## src/rtl/vape_multi_or_monitor.sv

```systemverilog
// vape_multi_or_monitor
// Watches the PC and the CPU/DMA write strobes against NUM_OR output-region
// windows. It keeps exec high only while an executable-region run is unbroken.
// It also keeps sticky per-window violation flags, a saturating count of
// violating cycles, and a DONE state that marks a legitimate exit from the ER.
module vape_multi_or_monitor #(
   parameter int                 ADDR_W            = 16,
   parameter int                 NUM_OR            = 2,
   parameter int                 CNT_W             = 8,
   parameter logic [ADDR_W-1:0]  RESET_HANDLER     = '0,
   parameter bit                 DMA_IN_ER_ALLOWED = 1'b0
) (
   input  logic                     clk,
   input  logic                     reset,
   input  logic [ADDR_W-1:0]        pc,
   input  logic [ADDR_W-1:0]        data_addr,
   input  logic                     data_en,
   input  logic [ADDR_W-1:0]        dma_addr,
   input  logic                     dma_en,
   input  logic [ADDR_W-1:0]        ER_min,
   input  logic [ADDR_W-1:0]        ER_max,
   input  logic [NUM_OR-1:0]        OR_en,
   input  logic [NUM_OR*ADDR_W-1:0] OR_min,
   input  logic [NUM_OR*ADDR_W-1:0] OR_max,
   output logic                     exec,
   output logic [1:0]               state_o,
   output logic [NUM_OR-1:0]        viol_mask,
   output logic [CNT_W-1:0]         viol_cnt
);

   typedef enum logic [1:0] {
      ST_ABORT = 2'b00,
      ST_RUN   = 2'b01,
      ST_DONE  = 2'b10
   } state_t;

   state_t              state_q, state_d;
   logic [ADDR_W-1:0]   prev_pc_q;
   logic [NUM_OR-1:0]   mask_q, mask_d;
   logic [CNT_W-1:0]    cnt_q, cnt_d;

   logic [NUM_OR-1:0]   hit_cpu, hit_dma, win_bad, viol_bits;
   logic                in_er, cfg_bad, vio_cpu, vio_dma, vio, new_run;

   // Per-window address decode; disabled windows never hit and never count as misconfigured.
   for (genvar g = 0; g < NUM_OR; g++) begin : g_win
      logic [ADDR_W-1:0] lo, hi;
      assign lo         = OR_min[g*ADDR_W +: ADDR_W];
      assign hi         = OR_max[g*ADDR_W +: ADDR_W];
      assign hit_cpu[g] = data_en & OR_en[g] & (data_addr >= lo) & (data_addr <= hi);
      assign hit_dma[g] = dma_en  & OR_en[g] & (dma_addr  >= lo) & (dma_addr  <= hi);
      assign win_bad[g] = OR_en[g] & ~(lo < hi);
   end

   assign in_er   = (pc >= ER_min) & (pc <= ER_max);
   assign cfg_bad = ~(ER_min < ER_max) | (|win_bad);
   assign vio_cpu = (|hit_cpu) & ~in_er;
   assign vio_dma = (|hit_dma) & (DMA_IN_ER_ALLOWED ? ~in_er : 1'b1);
   assign vio     = vio_cpu | vio_dma;

   // Only the sources that actually violated contribute their hit bits.
   assign viol_bits = ({NUM_OR{vio_cpu}} & hit_cpu) | ({NUM_OR{vio_dma}} & hit_dma);

   // State register; reset drops straight to ABORT without waiting for a clock.
   always_ff @(posedge clk or posedge reset) begin
      if (reset) begin
         state_q <= ST_ABORT;
      end else begin
         state_q <= state_d;
      end
   end

   // Next-state rules in priority order; new_run flags an entry into a fresh run.
   always_comb begin
      state_d = state_q;
      new_run = 1'b0;
      if ((pc == RESET_HANDLER) || cfg_bad) begin
         state_d = ST_ABORT;
      end else if (vio) begin
         state_d = ST_ABORT;
      end else begin
         case (state_q)
            ST_ABORT: begin
               if (pc == ER_min) begin
                  state_d = ST_RUN;
                  new_run = 1'b1;
               end
            end
            ST_RUN: begin
               if (!in_er) begin
                  state_d = (prev_pc_q == ER_max) ? ST_DONE : ST_ABORT;
               end
            end
            ST_DONE: begin
               if (pc == ER_min) begin
                  state_d = ST_RUN;
                  new_run = 1'b1;
               end else if (in_er) begin
                  state_d = ST_ABORT;
               end
            end
            default: state_d = ST_ABORT;
         endcase
      end
   end

   // Outputs decode directly from the registered state, so exec moves on the same edge as state.
   always_comb begin
      exec    = (state_q == ST_RUN) || (state_q == ST_DONE);
      state_o = state_q;
   end

   // Sticky mask: a violation always sets bits; a clean new run clears the history.
   always_comb begin
      mask_d = mask_q;
      if (vio) begin
         mask_d = mask_q | viol_bits;
      end else if (new_run) begin
         mask_d = '0;
      end
   end

   // Violation counter saturates at all-ones rather than wrapping.
   always_comb begin
      cnt_d = cnt_q;
      if (vio && (cnt_q != {CNT_W{1'b1}})) begin
         cnt_d = cnt_q + CNT_W'(1);
      end
   end

   // Previous PC, violation mask and counter registers.
   always_ff @(posedge clk or posedge reset) begin
      if (reset) begin
         prev_pc_q <= '0;
         mask_q    <= '0;
         cnt_q     <= '0;
      end else begin
         prev_pc_q <= pc;
         mask_q    <= mask_d;
         cnt_q     <= cnt_d;
      end
   end

   assign viol_mask = mask_q;
   assign viol_cnt  = cnt_q;

endmodule
```

## config.mk

```make
export PLATFORM = sky130hd
export DESIGN_NAME = vape_multi_or_monitor
export DESIGN_NICKNAME = d
export VERILOG_FILES = /design/src/rtl/vape_multi_or_monitor.sv
export SDC_FILE = /design/constraint.sdc
export NUM_CORES = 1
export LEC_CHECK = 0
export CAP_MARGIN = 5
export CORE_ASPECT_RATIO = 1.2
export CORE_MARGIN = 4
export CORE_UTILIZATION = 50
export CTS_CLUSTER_SIZE = 30
export DETAILED_ROUTE_END_ITERATION = 8
export PLACE_DENSITY = 0.82
export SYNTH_ARGS = -nofsm -noshare
export SYNTH_HDL_FRONTEND = slang
export SYNTH_SLANG_ARGS = --single-unit
```

## constraint.sdc

```tcl
create_clock -name clk -period 3.3 [get_ports clk]
set_input_delay 0.99 -clock clk [delete_from_list [all_inputs] [get_ports clk]]
set_output_delay 0.99 -clock clk [all_outputs]
set_load 0.01 [all_outputs]
```

==> results by group, run 1 <==
Run status
  • Outcome: did not finish
  • Stop Error: [ERROR GRT-0232] Routing congestion too high. Check the congestion heatmap in the GUI.
  • Halt Stage: global routing

Die
  • Die width: 108.5 um
  • Initial core utilization: 51.63%
  • I/O pin count: 163
  • Die height: 128.6 um
  • Cell row count: 43

Synth
  • Synth top cells by count: 210 x ha_1, 101 x inv_1, 82 x a21oi_1
  • Post-synthesis sequential area ratio: 11.57%
  • Async SR Flop Fraction: 100.0%
  • Syn_area_per_cell: 8.388 um^2
  • Ys flop type: dfrtp_1
  • Most frequent cell after synthesis: ha_1
  • Post-Syn Area: 6056 um^2
  • Synth unique cells: 58
  • Synth area leaders: ha_1 43%, dfrtp_1 12%, a21oi_1 6.8%, inv_1 6.3%, nand4_1 3.3%
  • Biggest area consumer among synthesized cells: ha_1
  • Synthesized flop and latch total: 28
  • Synth top area share: 43.39%
  • Mapped Cells: 722
  • Post-synth EDFFs: 0
  • Synth Net Count: 1082
  • Synth warn: 0

Clocking
  • CTS root buf: clkbuf_16
  • Hold-fix buffers at CTS: 0
  • Clk buf depth: 2
  • Clock Sinks: 28
  • H-tree levels: 1
  • Inserted Clock Buffers: 3

Placement
  • Placed instance count: 1238
  • Placed cell areas: 9353 um^2
  • RD Place Congestion: 0.9417
  • IO buf count: 162
  • DPL Wire Length: 18.68 mm

Global route
  • GR Util All Layers: 85.91%
  • Largest net degree at the start of global routing: 29
  • GRT overflow: 667

STA
  • Worst End Pin Type: register data pin
  • Worst_ep grt: viol_cnt[7]$_DFFE_PP0P_/D
[routing by layer]
layer | GRT usage (%) | overflow
met3 | 64.33 | 1
met5 | 16.07 | 0
met2 | 110.7 | 441
met1 | 76.34 | 1
met4 | 105.0 | 224
[stage by stage]
stage | util, % | setup slack [ns]
after floorplan | - | 0.09366
after global placement | 79.74 | -0.6436
after detailed placement | 79.74 | -0.6824
after CTS | 88.66 | 0.0001468
[cell families after synthesis]
kind of cell,count (synthesis),share of synthesized area [%]
AND/OR/NAND/NOR,171,14.73
adder cells (fa/ha/maj),210,43.39
multiplexers,4,0.6818
XOR/XNOR,21,3.037
buffers and inverters,101,6.260
AO/OA/AOI/OAI,187,20.33
flip-flops,28,11.57
[repair_timing]
item                                   4_1_cts
resized for setup                          294
endpoints found under the hold margin        0
pin swaps                                   79
setup buffers                               13
setup endpoints to repair                   12
==> run 2: changes to the inputs <==
--- a/config.mk
+++ b/config.mk
@@ -6,12 +6,10 @@
 export NUM_CORES = 1
 export LEC_CHECK = 0
 export CAP_MARGIN = 5
-export CORE_ASPECT_RATIO = 1.2
 export CORE_MARGIN = 4
-export CORE_UTILIZATION = 50
-export CTS_CLUSTER_SIZE = 30
+export CORE_UTILIZATION = 35
 export DETAILED_ROUTE_END_ITERATION = 8
-export PLACE_DENSITY = 0.82
+export PLACE_DENSITY_LB_ADDON = 0.15
 export SYNTH_ARGS = -nofsm -noshare
 export SYNTH_HDL_FRONTEND = slang
 export SYNTH_SLANG_ARGS = --single-unit
==> results by group, run 2 <==
Run status
  • Outcome: complete, no violations

Synth
  • Biggest area consumer among synthesized cells: ha_1
  • Synth top area share: 43.39% (unchanged)
  • Synth area leaders: ha_1 43%, dfrtp_1 12%, a21oi_1 6.8%, inv_1 6.3%, nand4_1 3.3%
  • Ys flop type: dfrtp_1
  • Post-synthesis sequential area ratio: 11.57% (unchanged)
  • Synth warn: 0 (unchanged)
  • Async SR Flop Fraction: 100.0% (unchanged)
  • Mapped Cells: 722 (unchanged)
  • Syn_area_per_cell: 8.388 um^2 (unchanged)
  • Post-synth EDFFs: 0 (unchanged)
  • Most frequent cell after synthesis: ha_1
  • Synthesized flop and latch total: 28 (unchanged)
  • Synth Net Count: 1082 (unchanged)
  • Synth top cells by count: 210 x ha_1, 101 x inv_1, 82 x a21oi_1
  • Post-Syn Area: 6056 um^2 (unchanged)
  • Synth unique cells: 58 (unchanged)

Pwr
  • Leak pwr: 5.419 nW
  • Power Density: 199.6 nW/um^2
  • Switching Share: 39.06%
  • Combinational Power Share: 65.5%
  • Worst vdd ir: 0.2978 mV
  • Seq pwr share: 20.3%
  • P_int: 1.332 mW
  • Clk pwr share: 14.3%
  • Switching pwr: 0.8537 mW

Layout
  • N_diodes: 0
  • Number of nets in the layout: 1477
  • Area Overhead vs Synth: 80.76%
  • Share of layout cells above drive strength 1: 41.76%
  • Largest Register: prev_pc_q
  • Max reg flops: 16
  • Most common cell after layout, fill and taps aside: buf_4
  • Post-layout util: 65.32%
  • Most frequent cells in the layout: 220 x buf_4, 145 x ha_1, 66 x a21oi_1

Route
  • Routed wire length: 22.81 mm
  • DRT iter0 DRCs: 309
  • Vias: 6813
  • Via-to-Cell Ratio: 5.100
  • Routed WL per cell: 17.07 um
  • Antenna viol nets, final: 0
  • Initial DRT Pass Iterations: 6
  • DRC: 0

Global route
  • First-pass GRT wire length: 34.65 mm
  • GRT overflow: 0
  • Initial antenna violation count: 0
  • GR Util All Layers: 21.60%
  • Vias in the first global route: 6907
  • Largest net degree at the start of global routing: 29

Worst setup path
  • Top delay family on crit path: buffers and inverters
  • WP data arrival: 3.45 ns
  • Crit-path slowest cell: nor4_2
  • Critical-path maximum fanout: 3
  • CP Launch Type: input port
  • CP Cell Sequence: dlygate4sd2_1, ha_4, nand4_1, nor4_2, buf_4, a21boi_1, or3b_4, a32oi_4, buf_4, buf_4, o2111ai_1, o311ai_0, o31ai_1
  • CP endpoint kind: flip-flop
  • Most frequent CP cell: buf_4
  • Delay of the slowest cell on the worst path: 0.36 ns
  • Required @ worst endpoint: 3.47 ns
  • Critical setup path kind: in2reg
  • Worst Path Buf+Inv: 4

Placement
  • RD Place Congestion: 0.8988 (-4.6%)
  • DPL Wire Length: 18.37 mm (-1.7%)
  • IO buf count: 162 (unchanged)

Run
  • Max-Cap Viols: 0

Die
  • Die footprint: 19470 um^2
  • Core area: 16760 um^2
  • Cell row count: 47 (+9.3%)
  • Die width: 139.5 um (+29%)
  • Initial core utilization: 36.13% (-15 points)
  • I/O pin count: 163 (unchanged)
  • Die height: 139.5 um (+8.5%)

Clocking
  • Clock Sinks: 28 (unchanged)
  • Hold-fix buffers at CTS: 0 (unchanged)
  • CTS root buf: clkbuf_16
  • Clk_lat worst skew: 0.27 ns
  • H-tree levels: 1 (unchanged)
  • CTS tree: built
  • Worst-path clk slew: 0.07 ns
  • Inserted Clock Buffers: 3 (unchanged)
  • Clk buf depth: 2 (unchanged)

STA
  • Final Setup Violations: 0
  • Least-Margin Pin Slew: 0.3994 ns
  • WHS: 0.5104 ns
  • Final Hold Fails: 0
  • Fmax: 304.5 MHz
  • Max-slew headroom: 73.28%
  • Fin crit period: 3.284 ns
  • Final period util: 99.52%
  • TNS Setup: 0 ns
  • Clock Skew: 0.004062 ns
  • Pins Over Slew Limit: 0

Worst hold path
  • Worst min path class: reg2reg
run 2: cell counts after synthesis:
Identical to the previous run, type by type.
run 2: layout make-up:
cell class | instances | area [um^2]
Fill cell | 1449 | 5813
Tap cell | 220 | 275.3
Inverter | 101 | 379.1
Sequential cell | 28 | 700.7
Multi-Input combinational cell | 593 | 6230
Clock buffer | 4 | 88.84
Timing Repair Buffer | 390 | 3273
run 2: routing by layer:
metal,vias to the layer above,global-route usage (%),wire length (um)
li1,3478,-,-
met1,3131,31.29,10940
met2,178,35.80,10530
met3,26,2.470,990
met4,0,2.295,347
met5,-,0,0
run 2: path summary, 6_finish.rpt:
| kind | slack [ns] | start | endpoint | depth (start not counted) |
|---|---|---|---|---|
| hold reg to reg | 0.51 | viol_cnt[5] | viol_cnt[5] | 1 |
| hold / removal | 0.51 | viol_cnt[5] | viol_cnt[5] | 1 |
| max in group asynchronous | 1.92 | reset | prev_pc_q[4] | 3 |
| min in group asynchronous | 1.09 | reset | prev_pc_q[1] | 3 |
| setup / recovery | 0.02 | data_addr[15] | viol_cnt[2] | 13 |
| setup reg to reg | 1.42 | state_o[0] | viol_mask[1] | 5 |
run 2: power by group through the flow:
stage | logic [mW] | clock network, mW | registers, mW
6_report | 1.43 | 0.312 | 0.444
5_1_grt | 1.58 | 0.331 | 0.448
4_1_cts | 1.32 | 0.318 | 0.442
3_5_place_dp | 1.19 | 0 | 0.446
3_3_place_gp | 1.17 | 0 | 0.447
2_1_floorplan | 0.516 | 0 | 0.452
run 2: per-stage QoR:
stage | power (mW) | std cells | setup WS [ns] | cell area, um^2
after global placement | 1.620 | 1300 | -1.093 | 9424
after global routing | 2.362 | 1336 | -0.1064 | 10950
after detailed placement | 1.633 | 1300 | -1.103 | 9424
after floorplan | 0.9680 | 722 | 0.09366 | 6056
final | 2.185 | 1336 | 0.01574 | 10950
after CTS | 2.082 | 1323 | 0.0001492 | 10390
run 2: timing repair:
| action | 4_1_cts | 5_1_grt |
|---|---|---|
| setup endpoints to repair | 12 | 12 |
| setup buffers | 21 | 16 |
| pin swaps | 64 | 78 |
| resized for setup | 259 | 203 |
run 2: cells by family (layout without fill, tap and decap cells):
group,after synthesis,after routing,synth area share (%)
adders and majority gates,210,210,43.39
AOI/OAI and AO/OA,187,187,20.33
and+or+nand+nor,171,171,14.73
buffers and inverters,101,495,6.260
DFF,28,28,11.57
xor gates and xnor gates,21,21,3.037
muxes,4,4,0.6818
No activity file was read; power rests on OpenSTA's default activity.
==> run 3: changes to the inputs <==
--- a/config.mk
+++ b/config.mk
@@ -10,6 +10,7 @@
 export CORE_UTILIZATION = 35
 export DETAILED_ROUTE_END_ITERATION = 8
 export PLACE_DENSITY_LB_ADDON = 0.15
+export SLEW_MARGIN = 0
 export SYNTH_ARGS = -nofsm -noshare
 export SYNTH_HDL_FRONTEND = slang
 export SYNTH_SLANG_ARGS = --single-unit
==> results of run 3 <==
Final layout, timing and power as in run 2 (identical DEF).
==> run 4: changes to the inputs <==
--- a/config.mk
+++ b/config.mk
@@ -9,6 +9,7 @@
 export CORE_MARGIN = 4
 export CORE_UTILIZATION = 35
 export DETAILED_ROUTE_END_ITERATION = 8
+export GPL_TIMING_DRIVEN = 0
 export PLACE_DENSITY_LB_ADDON = 0.15
 export SLEW_MARGIN = 0
 export SYNTH_ARGS = -nofsm -noshare
==> results by group, run 4 (synthesis gave the netlist of run 2 again) <==
Worst setup path
  • WP data arrival: 3.39 ns (-0.06 ns)
  • Worst R2R Path Depth: 7 (+2)
  • Crit-path slowest cell: clkdlybuf4s50_1
  • Critical-path maximum fanout: 3 (unchanged)
  • CP Cell Sequence: clkdlybuf4s50_1, inv_1, ha_1, nor2b_1, o211ai_1, a21boi_2, o41ai_4, a21boi_4, buf_4, a211o_2, o21a_1
  • Required @ worst endpoint: 3.47 ns (about the same)
  • CP Launch Type: input port
  • R2r endpoint: state_o[1]
  • R2R setup slack: 1.36 ns (-0.06 ns)
  • Delay of the slowest cell on the worst path: 0.49 ns (+0.13 ns)
  • Worst Path Buf+Inv: 3 (-1)
  • Crit Reg-Reg Startpoint: prev_pc_q[9]
  • Top delay family on crit path: compound AO/OA/AOI/OAI gates
  • Critical setup path kind: in2reg
  • CP endpoint kind: flip-flop

Layout
  • Max reg flops: 16 (unchanged)
  • N_diodes: 0 (unchanged)
  • Most frequent cells in the layout: 133 x ha_1, 75 x ha_4, 68 x a21oi_1
  • Area Overhead vs Synth: 60.33%
  • Number of nets in the layout: 1310 (-11%)
  • Design Area, Final: 9709 um^2 (-11%)
  • Most common cell after layout, fill and taps aside: ha_1
  • Fin cells: 1169 (-13%)
  • Share of layout cells above drive strength 1: 36.99% (-4.8 points)
  • Largest Register: prev_pc_q
  • Filler cell count: 1509 (+4.1%)

Route
  • Routed wire length: 21.51 mm (-5.7%)
  • Met1 Routed Length: 10.22 mm (-6.6%)
  • DRT iter0 DRCs: 361 (+17%)
  • DR WL met3: 1.148 mm (+16%)
  • Routed WL per cell: 18.40 um (+7.8%)
  • Via-to-Cell Ratio: 5.269 (+3.3%)
  • Initial DRT Pass Iterations: 4 (-2)
  • Max layer used: met4
  • Antenna viol nets, final: 0 (unchanged)
  • Vias: 6160 (-9.6%)
  • DRC: 0 (unchanged)
  • WL met2: 9.809 mm (-6.8%)

STA
  • TNS Setup: 0 ns (unchanged)
  • Final period util: 97.55% (-2.0 points)
  • Least-Margin Pin Slew: 0.6609 ns (+0.2615 ns)
  • Max-slew headroom: 55.89% (-17 points)
  • Fmax: 310.7 MHz (+2.0%)
  • Final Setup Violations: 0 (unchanged)
  • Final worst slack: 0.08097 ns (+0.06523 ns)
  • Final Hold Fails: 0 (unchanged)
  • Clock Skew: 0.004650 ns (+0.0005883 ns)
  • Fin crit period: 3.219 ns (-0.06523 ns)
  • Pins Over Slew Limit: 0 (unchanged)

Die
  • I/O pin count: 163 (unchanged)
  • Cell row count: 47 (unchanged)
  • Core area: 16760 um^2 (unchanged)
  • Die width: 139.5 um (unchanged)
  • Die height: 139.5 um (unchanged)
  • Initial core utilization: 36.13% (unchanged)
  • Die footprint: 19470 um^2 (unchanged)

Pwr
  • Leak pwr: 4.632 nW (-15%)
  • Pwr Total: 2.096 mW (-4.1%)
  • Power Density: 215.8 nW/um^2 (+8.1%)
  • Worst vdd ir: 0.3049 mV (+2.4%)

Global route
  • Vias in the first global route: 6088 (-12%)
  • GRT overflow: 0 (unchanged)
  • First-pass GRT wire length: 32.05 mm (-7.5%)
  • Largest net degree at the start of global routing: 29 (unchanged)
  • GR Util All Layers: 20.20% (-1.4 points)
  • Initial antenna violation count: 0 (unchanged)

Clocking
  • CTS tree: built
  • H-tree levels: 1 (unchanged)
  • Clk_lat worst skew: 0.27 ns (about the same)
  • CTS root buf: clkbuf_16
  • Worst-path clk slew: 0.08 ns (about the same)
  • Inserted Clock Buffers: 3 (unchanged)
  • Clk buf depth: 2 (unchanged)
  • Hold-fix buffers at CTS: 0 (unchanged)
  • Clock Sinks: 28 (unchanged)

Run status
  • Outcome: complete, no violations

Worst hold path
  • Hold depth: 1 (unchanged)
  • Worst min path class: reg2reg
  • Worst Hold End: viol_cnt[5]
  • Hold Path Origin: viol_cnt[5]

Placement
  • Placed cell areas: 7953 um^2 (-16%)
  • DPL Wire Length: 16.58 mm (-9.7%)
  • IO buf count: 162 (unchanged)
  • RD Place Congestion: 0.8983 (about the same)
  • Placed instance count: 1104 (-15%)
  • Place WS: -1.050 ns (+0.05260 ns)

Run
  • Max-Cap Viols: 0 (unchanged)
## run 4: cell types whose count changed in the layout (fill, tap and decap cells not counted), moves of 11 or more
cell             delta
buf_4             -165
buf_6              -11
clkbuf_2           +33
clkdlybuf4s15_1    -12
clkdlybuf4s50_1    -12
dlygate4sd2_1      -15
ha_1               -12
ha_4               +11
## run 4: layout make-up
type | instances | area, um^2 | area share [%]
flip-flops and latches | 28 | 700.7 | 7.216
clock inverters | 1 | 30.03 | 0.3093
multi-input cells | 594 | 6395 | 65.86
inverters | 101 | 379.1 | 3.905
well taps | 220 | 275.3 | 2.835
clock buffers | 3 | 75.07 | 0.7732
repair buffers | 222 | 1854 | 19.10
## run 4: how the worst max path moves through the flow
stage          cells past startpoint  slack [ns]          from           end
2_1_floorplan                     10        0.09    OR_max[30]   viol_cnt[1]
3_3_place_gp                      10       -1.05  dma_addr[11]   viol_cnt[1]
3_5_place_dp                      10       -1.05  dma_addr[13]   viol_cnt[1]
4_1_cts                           11      -0.004     OR_max[1]   viol_cnt[1]
5_1_grt                           12      -0.002    OR_max[12]   viol_cnt[5]
6_report                          11        0.08     ER_max[1]  viol_mask[1]
## run 4: through the flow
stage	hold slack, ns	util [%]
global placement	0.4899	47.45
CTS	0.5089	53.65
detailed placement	0.4816	47.45
global route	0.5413	57.93
finish	0.5055	57.93
floorplan	0.5213	-
## run 4: timing repair
item	4_1_cts	5_1_grt
setup buffers	38	24
resized for setup	239	297
pin swaps	66	97
endpoints found under the setup margin	12	12
cloned	1	0
## run 4: worst reg2reg max path, delay by kind of cell, from the launching register on
kind	cells	cell delay, ns
XOR/XNOR	1	0.16
multiplexers	1	0.13
AND/OR/NAND/NOR	5	1.21
flip-flops	1	0.38
## run 4: power by group
part | total [mW] | switching, mW | internal, mW
clock | 0.377 | 0.135 | 0.242
sequential | 0.442 | 0.0539 | 0.388
combinational | 1.28 | 0.645 | 0.631
total | 2.10 | 0.834 | 1.26
## run 4: metal layers
metal	global-route usage, %	up-vias
li1	-	3141
met1	29.22	2836
met2	32.67	162
met3	3.156	21
met4	2.652	0
met5	0	-
